<file path="config.mk">
export PLATFORM = sky130hd
export DESIGN_NAME = manchester_frame_decoder
export DESIGN_NICKNAME = d
export VERILOG_FILES = /design/src/rtl/manchester_pkg.sv /design/src/rtl/manchester_deserializer.sv /design/src/rtl/manchester_frame_decoder.sv
export SDC_FILE = /design/constraint.sdc
export NUM_CORES = 1
export LEC_CHECK = 0
export BUFFER_PORTS_ARGS = -buffer_cell sky130_fd_sc_hd__buf_2
export CAP_MARGIN = 25
export CORE_MARGIN = 2
export CORE_UTILIZATION = 25
export DETAILED_ROUTE_END_ITERATION = 7
export REMOVE_ABC_BUFFERS = 1
export SKIP_LAST_GASP = 1
export SYNTH_ARGS = -nofsm -noshare
export SYNTH_HDL_FRONTEND = slang
export SYNTH_HIERARCHICAL = 1
export SYNTH_SLANG_ARGS = --single-unit
</file>
<file path="constraint.sdc">
create_clock -name clock -period 5.4 [get_ports clock]
set_clock_uncertainty 0.1 [all_clocks]
set_input_delay 0.27 -clock clock [delete_from_list [all_inputs] [get_ports clock]]
set_output_delay 0.27 -clock clock [all_outputs]
set_load 0.02 [all_outputs]
</file>
<file path="src/rtl/manchester_pkg.sv">
// Shared definitions for the Manchester frame decoder: FSM state encoding,
// polarity constants and the blank/window timing derivation.
package manchester_pkg;

    typedef enum logic [1:0] {
        IDLE   = 2'd0,
        BLANK  = 2'd1,
        WINDOW = 2'd2
    } state_t;

    localparam int POLARITY_THOMAS = 0;
    localparam int POLARITY_IEEE   = 1;

    // Boundary transitions fall at half a bit; blanking to 3/4 of a bit hides them
    function automatic int blank_cycles(input int bit_cycles);
        return (3 * bit_cycles) / 4;
    endfunction

    function automatic int window_cycles(input int bit_cycles);
        return bit_cycles / 2;
    endfunction

endpackage

</file>
<file path="src/rtl/manchester_deserializer.sv">
// Packs decoded bits into DATA_W-bit words; MSB_FIRST selects which end the
// first bit of a word lands in. clear discards any partially assembled word.
module manchester_deserializer
    import manchester_pkg::*;
#(
    parameter int DATA_W    = 8,
    parameter int MSB_FIRST = 1
) (
    input  logic              clock,
    input  logic              reset,
    input  logic              bit_in,
    input  logic              bit_strobe,
    input  logic              clear,
    output logic [DATA_W-1:0] word_data,
    output logic              word_valid
);

    localparam int CNT_W = $clog2(DATA_W + 1);

    logic [DATA_W-1:0] shift_q;
    logic [DATA_W-1:0] shift_next;
    logic [CNT_W-1:0]  cnt_q;

    always_comb begin
        if (MSB_FIRST != 0) begin
            shift_next    = shift_q << 1;
            shift_next[0] = bit_in;
        end else begin
            shift_next           = shift_q >> 1;
            shift_next[DATA_W-1] = bit_in;
        end
    end

    always_ff @(posedge clock) begin
        if (reset) begin
            shift_q    <= '0;
            cnt_q      <= '0;
            word_data  <= '0;
            word_valid <= 1'b0;
        end else begin
            word_valid <= 1'b0;
            if (clear) begin
                shift_q <= '0;
                cnt_q   <= '0;
            end else if (bit_strobe) begin
                if (cnt_q == CNT_W'(DATA_W - 1)) begin
                    word_data  <= shift_next;
                    word_valid <= 1'b1;
                    shift_q    <= '0;
                    cnt_q      <= '0;
                end else begin
                    shift_q <= shift_next;
                    cnt_q   <= cnt_q + 1'b1;
                end
            end
        end
    end

endmodule

</file>
<file path="src/rtl/manchester_frame_decoder.sv">
// Manchester bit-slicer: locks on a frame's leading rising edge, decodes mid-bit edges
// into bits and words. Define MANCHESTER_VIOLATION_EN to flag simultaneous pos/neg edges.
module manchester_frame_decoder
    import manchester_pkg::*;
#(
    parameter int BIT_CYCLES = 18,
    parameter int DATA_W     = 8,
    parameter int POLARITY   = 0,
    parameter int MSB_FIRST  = 1,
    parameter int COUNT_W    = 8
) (
    input  logic               clock,
    input  logic               reset,
    input  logic               pos_edge,
    input  logic               neg_edge,
    output logic               bit_valid,
    output logic               bit_data,
    output logic               word_valid,
    output logic [DATA_W-1:0]  word_data,
    output logic               frame_start,
    output logic               frame_end,
    output logic [COUNT_W-1:0] bit_count,
    output logic               busy,
    output logic               violation
);

    localparam int   BLANK_CYC = blank_cycles(BIT_CYCLES);
    localparam int   WIN_CYC   = window_cycles(BIT_CYCLES);
    localparam int   TIMER_W   = $clog2(BIT_CYCLES + 1);
    localparam logic POL_BIT   = (POLARITY == POLARITY_IEEE);

    state_t               state_q, state_d;
    logic [TIMER_W-1:0]   timer_q, timer_d;
    logic                 bit_stb;
    logic                 bit_val;
    logic                 fs_d;
    logic                 fe_d;
    logic                 clr;
    logic [COUNT_W-1:0]   bc_d;

    function automatic logic [COUNT_W-1:0] sat_inc(input logic [COUNT_W-1:0] v);
        return (&v) ? v : v + 1'b1;
    endfunction

`ifdef MANCHESTER_VIOLATION_EN
    logic viol_d;
`endif

    always_comb begin
        state_d = state_q;
        timer_d = timer_q;
        bit_stb = 1'b0;
        bit_val = bit_data;
        fs_d    = 1'b0;
        fe_d    = 1'b0;
        clr     = 1'b0;
        bc_d    = bit_count;
`ifdef MANCHESTER_VIOLATION_EN
        viol_d  = 1'b0;
`endif
        case (state_q)
            IDLE: begin
                timer_d = '0;
                // The leading rising edge only synchronises; it carries no data
                if (pos_edge) begin
                    state_d = BLANK;
                    fs_d    = 1'b1;
                    bc_d    = '0;
                    clr     = 1'b1;
                end
            end
            BLANK: begin
                timer_d = timer_q + 1'b1;
`ifdef MANCHESTER_VIOLATION_EN
                viol_d  = pos_edge && neg_edge;
`endif
                if (timer_q == TIMER_W'(BLANK_CYC - 1)) begin
                    state_d = WINDOW;
                    timer_d = '0;
                end
            end
            WINDOW: begin
                timer_d = timer_q + 1'b1;
`ifdef MANCHESTER_VIOLATION_EN
                if (pos_edge && neg_edge) begin
                    viol_d  = 1'b1;
                    fe_d    = 1'b1;
                    clr     = 1'b1;
                    state_d = IDLE;
                    timer_d = '0;
                end else
`endif
                if (pos_edge || neg_edge) begin
                    bit_stb = 1'b1;
                    bit_val = pos_edge ? POL_BIT : ~POL_BIT;
                    bc_d    = sat_inc(bit_count);
                    state_d = BLANK;
                    timer_d = '0;
                end else if (timer_q == TIMER_W'(WIN_CYC - 1)) begin
                    state_d = IDLE;
                    fe_d    = 1'b1;
                    timer_d = '0;
                end
            end
            default: begin
                state_d = IDLE;
                timer_d = '0;
            end
        endcase
    end

    always_ff @(posedge clock) begin
        if (reset) begin
            state_q     <= IDLE;
            timer_q     <= '0;
            bit_valid   <= 1'b0;
            bit_data    <= 1'b0;
            frame_start <= 1'b0;
            frame_end   <= 1'b0;
            bit_count   <= '0;
        end else begin
            state_q     <= state_d;
            timer_q     <= timer_d;
            bit_valid   <= bit_stb;
            bit_data    <= bit_val;
            frame_start <= fs_d;
            frame_end   <= fe_d;
            bit_count   <= bc_d;
        end
    end

`ifdef MANCHESTER_VIOLATION_EN
    always_ff @(posedge clock) begin
        if (reset) violation <= 1'b0;
        else       violation <= viol_d;
    end
`else
    assign violation = 1'b0;
`endif

    assign busy = (state_q != IDLE);

    manchester_deserializer #(
        .DATA_W    (DATA_W),
        .MSB_FIRST (MSB_FIRST)
    ) u_deser (
        .clock      (clock),
        .reset      (reset),
        .bit_in     (bit_val),
        .bit_strobe (bit_stb),
        .clear      (clr),
        .word_data  (word_data),
        .word_valid (word_valid)
    );

endmodule
</file>
==> results.txt, run 1 <==
- STA classifies the critical path endpoint as a flip-flop.
- Vias in the first global route: 1,442
* Peak supply drop: a little under 100 uV
- Summed over all nets, the half-perimeter wirelength after detailed placement is roughly 2500 um.
- Library cells used by synthesis: 46
* Width of the die: around 90 um
* Cell internal pwr: between 0.4 and 0.5 mW
* Worst setup path category: flip-flop to flip-flop
- Final worst-path cycle share: about 50%
- Number of DRC violations after detailed-routing iteration 0: 52
- For this run, the register share of the synthesized area comes to 42.2%.
- Seq pwr share: between 40% and 50%
- Leak pwr: 0.858 nW
- Final hold analysis gives a worst-case slack of approximately 270 ps.
* Number of buffers inserted during clock tree synthesis: 5
- Relative area change from synthesis to final layout: 15.6%
* Count of instances resized after the clock tree is built: 0
- Data on the critical path arrives at its endpoint at between 2000 and 3000 ps.
* Number of setup buffers added after CTS: 0
- For this block, the routed nets add up to ~3700 um of wire.
- Gate count of the mapped netlist: 190
- Via count normalized by instance count: approximately 4.5
* Remaining global-route overflow: 0
* Post-DR wirelength/cell: ~12 um
- Die height: between 80 and 90 um
* Setup total negative slack: 0 ps
- The number of hold buffers added after CTS was 0.
- After clock tree synthesis, the clock-pin slew on the worst setup and hold paths is around 70 ps.
- Post-Synthesis Cell Area: 1850 um^2
- The first TritonRoute pass finished after 4 iterations.
- Data on the critical path is required at its endpoint by about 5500 ps.
- 27 I/O pins were placed.
* Number of antenna violations at the first check in global routing: 0
- Peak fanout along the critical path: 17
- The clock network is responsible for a little over a quarter of the overall power.
- The first global-routing pass estimated approximately 6700 um of wire.
- The multi-input combinational cells in the finished layout cover a total of between 900 and 1000 um^2.
* CTS root buf: clkbuf_8
- TritonCTS clock tree: yes
- After floorplanning, the core was divided into 31 placement rows.
- Commonest register cell after synthesis: dfxtp_1
- Core area: about 7200 um^2
- In the final layout, the share of cells above drive strength 1 is between 15 and 20%.
- Buffers placed on the I/O ports in this run total 25.
* Register area: just under 800 um^2
- Largest buffer count on any clock path: 2
* Switching power summed over all nets: 0.208 mW
* Total Die Area: 8100 um^2
- Proportion of synthesized flip-flops having asynchronous set or reset: 0%
- Routability-driven placement finished with a final weighted congestion of approximately 0.8.
- Number of nets with antenna violations after routing: 0
- Maximum clock frequency: 380 MHz
- The worst setup path is launched from a flip-flop.
- Classification of the worst-slack hold path: primary input to flip-flop
* GRT Overall Usage: about a tenth
* Post-synthesis area per instance: roughly 9.7 um^2
- The clock reaches the later pin of the worst-skew pair after 290 ps.
- Drt drc: 0
- Htree depth: 2
* Switching share of power: 31.8%
- The routed design could run at a clock period as short as 2630 ps.
- Clock tree synthesis found a total of 39 sinks.
* Flip-flop and latch count after synthesis: 39
- Slew Limit Headroom: about 62%
* Count of final max-slew check failures: 0
* Setup-violating endpoint count in the final report: 0
* Unrepaired setup endpoints after global routing: false
- Combinational cells account for roughly 26% of the total power.
* Filler Cells Inserted: just under 800
- Areal power density over the cells: 307 nW/um^2
- Result of the run: completed
- EDFF count, synth: 0
- Max-cap violations: 0
- At the pin with the least slew margin, the transition time is 576 ps.
- Number of warnings issued by yosys: 6
* Final hold violation count: 0
* Initial core utilization: roughly a quarter
* DR vias: between 1,000 and 1,500
- Largest net degree at the start of global routing: 36
* Nets: 228
* Total inserted antenna cells: 0
state kept, by name, indices dropped and copies added (netlist names):
register	flops
bit_count	8
bit_data	1
bit_valid	1
frame_end	1
frame_start	1
state_q	2
timer_q	5
u_deser/cnt_q	4
u_deser/shift_q	7
u_deser/word_data	8
u_deser/word_valid	1
layout make-up:
| cell class | count | share of cell area, % |
|---|---|---|
| clock buffer | 6 | 3.40 |
| timing repair buffer | 25 | 5.86 |
| inverter | 11 | 1.93 |
| sequential | 39 | 36.6 |
| tap | 99 | 5.80 |
| multi-input combinational | 134 | 46.5 |
metrics by stage:
step	setup WS, ps	util, %	cell area (um^2)	power (mW)	std cells
5_1_grt	2570	29.6	2140	0.701	314
2_1_floorplan	3270	-	1810	0.442	184
4_1_cts	2780	29.6	2140	0.668	314
3_3_place_gp	3000	28.6	2060	0.482	308
6_report	2770	29.6	2140	0.655	314
3_5_place_dp	2830	28.6	2060	0.484	308
cell usage in the layout (no fill, tap or decap), types with 3 or more instances in the layout:
master	n
dfxtp_1	39
buf_2	25
nor2_1	19
mux2i_1	17
nand2b_1	16
inv_1	11
ha_1	8
nand3_1	7
nand4_1	5
clkbuf_8	5
nand2_1	4
a21oi_1	4
nor3_1	4
xor2_1	4
nor2b_1	3
and3_1	3
o31ai_1	3
a211oi_1	3
power by group through the flow:
stage	logic, mW	registers [mW]	clock network (mW)
after floorplan	0.124	0.318	0
after global routing	0.190	0.309	0.201
after CTS	0.171	0.308	0.189
final	0.169	0.308	0.179
after global placement	0.168	0.314	0
after detailed placement	0.170	0.315	0
Yosys cell counts (all sizes together) (2+ instances only):
cell type,number,area [um^2]
a211oi,3,22.5
a21oi,4,20.0
a31oi,2,12.5
and2,2,12.5
and3,3,18.8
buf,2,18.8
clkbuf,4,15.0
dfxtp,39,781
ha,8,100
inv,11,41.3
mux2i,17,170
nand2,5,21.3
nand2b,16,100
nand3,7,35.0
nand4,5,31.3
nor2,21,97.6
nor2b,3,18.8
nor3,5,36.3
o21a,2,15.0
o21ai,3,15.0
o311ai,2,17.5
o31ai,3,22.5
o41ai,2,17.5
xnor2,2,17.5
xor2,4,35.0
metal layers:
metal	part of all wire, %	global-route usage, %
met4	0.38	2.31
met3	6.1	4.19
met5	0	0
met1	49	12.5
met2	44	16.0
worst max-delay path, cell delays in order, from the launching register on:
cell and delay (ps):
dfxtp_1 330, inv_1 100, ha_1 480, o21ai_0 300, inv_1 510, nand4b_4 230
nor2_8 250, mux2i_1 250
cells by family (layout without fill, tap and decap cells):
group / after synthesis / count (layout) / synth area share, %
flops: 39 / 39 / 42.2
buf+inv: 17 / 42 / 4.06
compound gates: 29 / 29 / 11.8
simple gates: 72 / 72 / 23.4
fa+ha+maj: 8 / 8 / 5.42
mux: 18 / 18 / 10.0
xor+xnor: 6 / 6 / 2.84
other cells: 1 / 1 / 0.203
path summary, 6_finish.rpt:
check | start | to | slack (ps) | depth (start not counted)
worst max register to register | state_q[0]$_SDFFE_PP0P_ | u_deser/word_data[2]$_SDFFE_PP0P_ | 2770 | 7
worst max-delay path | state_q[0]$_SDFFE_PP0P_ | u_deser/word_data[2]$_SDFFE_PP0P_ | 2770 | 7
worst min-delay path | neg_edge | frame_end$_SDFF_PP0_ | 270 | 3
worst min register to register | timer_q[0]$_SDFF_PP0_ | timer_q[0]$_SDFF_PP0_ | 360 | 1
(Power assumes the default switching activity.)
==> run 2, diff against run 1 <==
--- a/config.mk
+++ b/config.mk
@@ -5,6 +5,7 @@
 export SDC_FILE = /design/constraint.sdc
 export NUM_CORES = 1
 export LEC_CHECK = 0
+export ABC_AREA = 1
 export BUFFER_PORTS_ARGS = -buffer_cell sky130_fd_sc_hd__buf_2
 export CAP_MARGIN = 25
 export CORE_MARGIN = 2
==> constraint.sdc (replaced) <==
create_clock -name clock -period 2.6 [get_ports clock]
set_clock_uncertainty 0.1 [all_clocks]
set_input_delay 0.13 -clock clock [delete_from_list [all_inputs] [get_ports clock]]
set_output_delay 0.13 -clock clock [all_outputs]
set_load 0.02 [all_outputs]
==> run 2 against run 1 <==
  * Worst hold slack worse by 220 ps
  * Setup slack worse by 2100 ps
  * Cell count up 27%
  * Highest routed layer unchanged
  * Synthesized cell count increased by 42%
  * Sequential share of layout area down 1.6 points
  * Routed wire length increased by 0.22%
  * Largest cell class unchanged
  * Combinational power grew to 3.4 times the previous value
  * Clock power rose to 2.5 times the previous value
==> results.txt, run 2 <==
- The flow ran to the end, and the final reports show no timing, DRC or antenna violations.
* Total Die Area: 8450 um^2 (+4.4%)
- Relative area change from synthesis to final layout: 15.5% (about the same)
- Final standard cell count with taps included and fillers excluded: 399 (+27%)
- The number of register bits inferred by synthesis is 39 (unchanged).
* Final Power: 1.72 mW (+160%)
* Setup total negative slack: 0 ps (unchanged)
- Post-layout minimum cycle time: 1970 ps (-662 ps)
- Total inserted antenna cells: 0 (unchanged)
* Top cell type's share of synthesized area: 40.4% (-1.9 points)
- Number of setup buffers added after CTS: 0 (unchanged)
- Worst setup path category: flip-flop to flip-flop
- IO Count: 27 (unchanged)
- Register area: 781 um^2 (unchanged)
- Critical register-to-register path endpoint: u_deser/shift_q[3]$_SDFFE_PP0P_
* Number of cells in the design after placement: 391 (+27%)
* Commonest register cell after synthesis: dfxtp_1
- nand2_1 is the most common cell in the netlist.
- Max-cap violations: 0 (unchanged)
* Setup-violating endpoint count in the final report: 0 (unchanged)
- The path depth of the worst reg2reg path came to 10 (+3).
- The ratio of total power to cell area came to 770 nW/um^2 (+150%).
- In this run the most critical hold path is launched from neg_edge.
- TritonCTS built the clock tree.
- The worst setup path is launched from a flip-flop.
- The total routing resource utilization after global routing came to 9.43% (-0.56 points).
- The total global routing overflow was 0 (unchanged).
* Maximum clock frequency: 507 MHz (+34%)
- GPL Wtd Cong: 0.754 (-3.4%)
- Classification of the worst-slack hold path: primary input to flip-flop
* Global-route wire length before repair: 6560 um (-1.6%)
* Hold Path End: frame_end$_SDFF_PP0_
* Main area contributors after synthesis: dfxtp_1, nand2_1, nor2_1, inv_1, ha_1
- CTS root buf: clkbuf_8
- The number of DRC violations after detailed routing was 0 (unchanged).
- The required time of the critical path was 2680 ps (-2820 ps).
- The cell area after layout is 2230 um^2 (+4.6%).
- Count of final max-slew check failures: 0 (unchanged)
- The largest registers in the layout are bit_count (8), u_deser/word_data (8), u_deser/shift_q (7).
* Leading cell type in the layout, fill and taps excluded: nand2_1
- Hold Slack: 45.3 ps (-221 ps)
- The vertical extent of the die came to 91.9 um (+2.2%).
- The clock latency reported for the late side of the worst-skew pair was 290 ps (about the same).
* TritonRoute pass-1 iters: 4 (unchanged)
* Most common library cells after synthesis: nand2_1, dfxtp_1, nor2_1
- The remaining antenna violation count after routing is 0 (unchanged).
* Share of the core filled with cells in the final layout: 29.4% (-0.25 points)
- The per-cell routed wire length came to 9.34 um (-21%).
- Final hold violation count: 0 (unchanged)
- Number of warnings issued by yosys: 6 (unchanged)
* Number of standard-cell rows in the floorplan: 32 (+3.2%)
- The total clock buffers created by CTS was 5 (unchanged).
- Signal arrival time at the worst endpoint: 2050 ps (-690 ps)
* DR vias: 1,622 (+14%)
- Launch point of the critical path: state_q[0]$_SDFFE_PP0P_
- The count of distinct cell types in the synthesized netlist is 28 (-39%).
- Largest net degree at the start of global routing: 20 (-44%)
- Number of antenna violations at the first check in global routing: 0 (unchanged)
* Peak supply drop: 409 uV (+320%)
- The number of enable-type register cells in the synthesized netlist came to 0 (unchanged).
- The maximum fanout count along the critical path came to 19 (+2).
- In the layout the commonest cells are nand2_1, nor2_1, dfxtp_1.
* FF-to-FF Start: state_q[0]$_SDFFE_PP0P_
- The buffer depth of the longest clock path came to 2 (unchanged).
- Count of instances resized after the clock tree is built: 0 (unchanged)
- Buffers on Ports: 25 (unchanged)
- Core area: 7610 um^2 (+5.4%)
- Standard cell area after detailed placement: 2130 um^2 (+3.4%)
* Nets: 308 (+35%)
- Post-Synthesis Cell Area: 1930 um^2 (+4.6%)
* Reg-to-reg slack, setup: 630 ps (-2140 ps)
- The leakage power of the design was 0.965 nW (+13%).
- The ratio of final minimum period to clock period is 75.8% (+27 points).
- The multi-input combinational cell area is 941 um^2 (-5.2%).
- Number of cells traversed by the worst hold path: 4 (+1)
- The starting density of the core came to 25.4% (-0.20 points).
- The layout cell share with drive strength beyond 1 came to 18.5% (+0.38 points).
- Width of the die: 91.9 um (+2.2%)
- The worst setup timing slack at the placement stage was 650 ps (-2180 ps).
- Cell accounting for the most synthesized area: dfxtp_1
- The CTS H-tree depth is 2 (unchanged).
* Clk pin slew, worst setup/hold paths: 70 ps (about the same)
- The placed wire-length estimate was 2800 um (+10%).
- Share of synthesized area occupied by flip-flops and latches: 40.4% (-1.9 points)
* Sinks on the clock net: 39 (unchanged)
- The cts-stage hold buffer count is 0 (unchanged).
- Critical path endpoint category: flip-flop
* Gate count of the mapped netlist: 270 (+42%)
- Vias in the first global route: 1,561 (+8.3%)
* Proportion of synthesized flip-flops having asynchronous set or reset: 0% (unchanged)
- Setup slack of the critical path after layout: 628 ps (-2140 ps)
* Unrepaired setup endpoints after global routing: false
- The detailed-route wire length was 3730 um (+0.22%).
* Number of DRC violations after detailed-routing iteration 0: 31 (-40%)
- The average cell area after synthesis was 7.16 um^2 (-26%).
- The fill cell total of the finished layout came to 864 (+12%).
- Via count normalized by instance count: 4.07 (-10%)
## run 2: cell types whose count changed after synthesis, moves of 4 or more
cell      before  now
nand2_1        4   60
nand3_1        7   16
inv_1         11   37
o21ai_0        2   13
nor2_1        19   39
clkbuf_1       4    0
a21oi_1        4   14
nand2b_1      16    0
nand4_1        5    1
nand2_2        1    5
mux2i_1       17    0
buf_4          1    5
## run 2: area by class of cell
cell class / count / area share (%)
clock buffer: 8 / 4.48
sequential: 39 / 35.0
inverter: 40 / 6.78
timing repair buffer: 26 / 5.94
multi-input combinational: 184 / 42.1
tap: 102 / 5.71
## run 2: cell families after synthesis
| group | Yosys count | synth area share [%] |
|---|---|---|
| compound gates | 36 | 10.2 |
| xor+xnor | 4 | 1.81 |
| fa+ha+maj | 8 | 5.18 |
| buf+inv | 47 | 10.9 |
| flops | 39 | 40.4 |
| other cells | 1 | 0.194 |
| simple gates | 135 | 31.3 |
## run 2: worst max-delay path by stage
| stage | cells past startpoint | endpoint | slack, ps |
|---|---|---|---|
| floorplan | 9 | u_deser/word_data[0]$_SDFFE_PP0P_ | 690 |
| global placement | 10 | u_deser/cnt_q[3]$_SDFFE_PP0P_ | 750 |
| detailed placement | 10 | u_deser/cnt_q[3]$_SDFFE_PP0P_ | 650 |
| CTS | 10 | u_deser/shift_q[3]$_SDFFE_PP0P_ | 630 |
| global route | 10 | u_deser/cnt_q[3]$_SDFFE_PP0P_ | 480 |
| finish | 10 | u_deser/shift_q[3]$_SDFFE_PP0P_ | 630 |
## run 2: power breakdown
part | switching, mW | total, mW | internal (mW)
combinational | 0.387 | 0.572 | 0.185
clock | 0.206 | 0.449 | 0.242
sequential | 0.0380 | 0.699 | 0.661
total | 0.631 | 1.72 | 1.09
## run 2: critical path, stage by stage (launching register included)
cell and delay, ps:
dfxtp_1 340, inv_1 100, ha_1 330, nand2_1 160
nand2_1 130, buf_4 220, nand2_1 100, nor2_2 140
nand2_2 90, nand2_4 110, nor2_1 50
## run 2: metal layers
| metal | vias to the layer above | global-route usage (%) | part of all wire, % |
|---|---|---|---|
| li1 | 880 | - | - |
| met1 | 710 | 11.3 | 49 |
| met2 | 27 | 16.2 | 46 |
| met3 | 5 | 2.63 | 4.0 |
| met4 | 0 | 3.36 | 1.0 |
| met5 | - | 0 | 0 |
==> run 3, diff against run 2 <==
==> constraint.sdc (replaced) <==
create_clock -name clock -period 1.6 [get_ports clock]
set_clock_uncertainty 0.1 [all_clocks]
set_input_delay 0.08 -clock clock [delete_from_list [all_inputs] [get_ports clock]]
set_output_delay 0.08 -clock clock [all_outputs]
set_load 0.02 [all_outputs]
==> run 3 against run 2 <==
  * First-iteration DRC count is 120% higher
  * Die area is the same
  * Combinational power increased by 96%
  * Cell area up 3.8%
  * Fmax rose by 34%
  * Cell count up 1.8%
  * Critical endpoint is now u_deser/word_data[2]$_SDFFE_PP0P_
  * Register-to-register slack worse by 500 ps
==> results.txt, run 3 (synthesis results as in run 2) <==
- The buffer depth of the longest clock path was 2 (unchanged).
* Drt drc: 0 (unchanged)
- Cell family with most CP delay: simple AND/OR/NAND/NOR gates
- The top cell types in the final layout, fill and taps aside, are nand2_1, nor2_1, dfxtp_1.
- The I/O pin count is 27 (unchanged).
* Final Power: 2.89 mW (+68%)
- The number of diodes came to 0 (unchanged).
- Cts hold-fix bufs: 0 (unchanged)
- Relative area change from synthesis to final layout: 19.9%
- Maximum clock frequency: 680 MHz (+34%)
- Via count normalized by instance count: 4.06 (about the same)
- DR vias: 1,649 (+1.7%)
- The layout cell share with drive strength beyond 1 was 23.4% (+4.8 points).
- Element type at the critical path start: flip-flop
- Setup slack of the critical path after layout: 129 ps (-499 ps)
- The number of endpoints with negative hold slack in the final report was 0 (unchanged).
- TritonRoute pass-1 iters: 4 (unchanged)
- Worst path slowest cell: dfxtp_1
* GPL Wtd Cong: 0.823 (+9.3%)
- The fill cell total of the finished layout is 841 (-2.7%).
- Reg-to-reg slack, setup: 130 ps (-500 ps)
- The CTS H-tree depth is 2 (unchanged).
- The DRC marker count from the first detailed-route iteration came to 69 (+120%).
- The first-pass GRT wire length came to 6660 um (+1.5%).
- Classification of the worst-slack hold path: primary input to flip-flop
- The ratio of final minimum period to clock period came to 92.0% (+16 points).
- Setup repair after global routing left no endpoint under its margin.
- Post-DR wirelength/cell: 9.34 um (about the same)
- The number of global-route vias before repair was 1,558 (-0.19%).
- The pin count of the biggest net entering global routing is 17 (-15%).
* Final non-filler cell area: 2320 um^2 (+3.8%)
* CTS root buf: clkbuf_8
* Setup total negative slack: 0 ps (unchanged)
* Worst setup path category: flip-flop to flip-flop
* Number of antenna violations at the first check in global routing: 0 (unchanged)
- Nets: 317 (+2.9%)
* Post-layout minimum cycle time: 1470 ps (-501 ps)
- Setup-violating endpoint count in the final report: 0 (unchanged)
- The flow ran to the end, and the final reports show no timing, DRC or antenna violations.
* Peak supply drop: 632 uV (+54%)
* Die height: 91.9 um (unchanged)
- Total Die Area: 8450 um^2 (unchanged)
* Skew-Pair Late Insertion Delay: 290 ps (about the same)
* Number of buffers inserted during clock tree synthesis: 5 (unchanged)
* Number of nets with antenna violations after routing: 0 (unchanged)
* Leading cell type in the layout, fill and taps excluded: nand2_1
* Remaining global-route overflow: 0 (unchanged)
* Standard cell area after detailed placement: 2210 um^2 (+3.4%)
* Number of setup buffers added after CTS: 0 (unchanged)
- Count of final max-slew check failures: 0 (unchanged)
- The clock net sink count came to 39 (unchanged).
- TritonCTS clock tree: yes
- List of cells traversed by the critical path: inv_2 > ha_4 > nand2_2 > nand2_2 > inv_2 > nor2_4 > buf_12 > nand3_1 > nand2_1 > nor2_1
- Areal power density over the cells: 1250 nW/um^2 (+62%)
* Peak fanout along the critical path: 16 (-3)
- Post-DP HPWL: 2820 um (+0.56%)
* Number of standard-cell rows in the floorplan: 32 (unchanged)
- Critical path endpoint category: flip-flop
- Buffering stage count on the worst path with inverters included: 3 (+1)
* Peak per-stage delay on the critical path: 320 ps (-20 ps)
* Width of the die: 91.9 um (unchanged)
- The total of max-cap violations came to 0 (unchanged).
- Signal arrival time at the worst endpoint: 1550 ps (-500 ps)
* GRT Overall Usage: 9.59% (+0.16 points)
* Top flop regs: bit_count (8), u_deser/word_data (8), u_deser/shift_q (7)
- Leak pwr: 0.996 nW (+3.2%)
- Worst setup timing slack at the placement stage: -65.9 ps (-716 ps)
* Endpoint required time on the critical path: 1680 ps (-1000 ps)
- Buffers on Ports: 25 (unchanged)
- The CTS clock-pin slew for the worst setup and hold paths was 70 ps (about the same).
- Detailed Route WL: 3790 um (+1.8%)
* Core area: 7610 um^2 (unchanged)
* Initial core utilization: 25.4% (unchanged)
- The utilization of the core after routing was 30.5% (+1.1 points).
==> run 3: cell count changes in the layout (fill, tap and decap cells not counted), moves of 2 or more <==
cell / delta
ha_1: -2
nand2_2: +4
buf_4: +7
inv_2: +2
clkbuf_8: -2
nand2_1: -3
inv_1: -2
==> run 3: layer usage <==
metal	wire [um]	vias up	global-route usage (%)
li1	-	902	-
met1	1910	721	11.9
met2	1700	23	15.6
met3	163	3	3.53
met4	17	0	2.61
met5	0	-	0
==> run 3: final cells by class <==
type,instances,area (um^2),area share [%]
clock buffer,6,72.6,3.13
inverter,40,153,6.59
multi-input combinational,185,975,42.1
sequential,39,785,33.9
tap,102,128,5.51
timing repair buffer,34,205,8.86
==> run 3: repair_timing <==
item	in CTS	in global routing
endpoints found under the setup margin	17	25
gates resized for setup	2	10
gates cloned	0	1
pin swaps	0	2
hold endpoints to repair	0	0
==> run 3: worst paths after layout <==
check,startpoint,endpoint,depth (start not counted)
worst max-delay path,state_q[0]$_SDFFE_PP0P_,u_deser/word_data[2]$_SDFFE_PP0P_,10
worst min-delay path,reset,bit_count[2]$_SDFFE_PP0P_,2
worst max register to register,state_q[0]$_SDFFE_PP0P_,u_deser/word_data[2]$_SDFFE_PP0P_,10
worst min register to register,timer_q[0]$_SDFF_PP0_,timer_q[0]$_SDFF_PP0_,1
==> run 3: through the flow <==
step / hold slack [ps] / cells
finish: 11.5 / 406
global route: 26.9 / 406
CTS: 3.58 / 405
detailed placement: 316 / 399
global placement: 305 / 399
floorplan: 42.4 / 263
==> run 3: power by group <==
group / leakage, nW / internal [mW] / switching (mW)
clock network: 0.0371 / 0.291 / 0.329
logic: 0.642 / 0.435 / 0.688
registers: 0.316 / 1.08 / 0.0639
total: 0.996 / 1.81 / 1.08
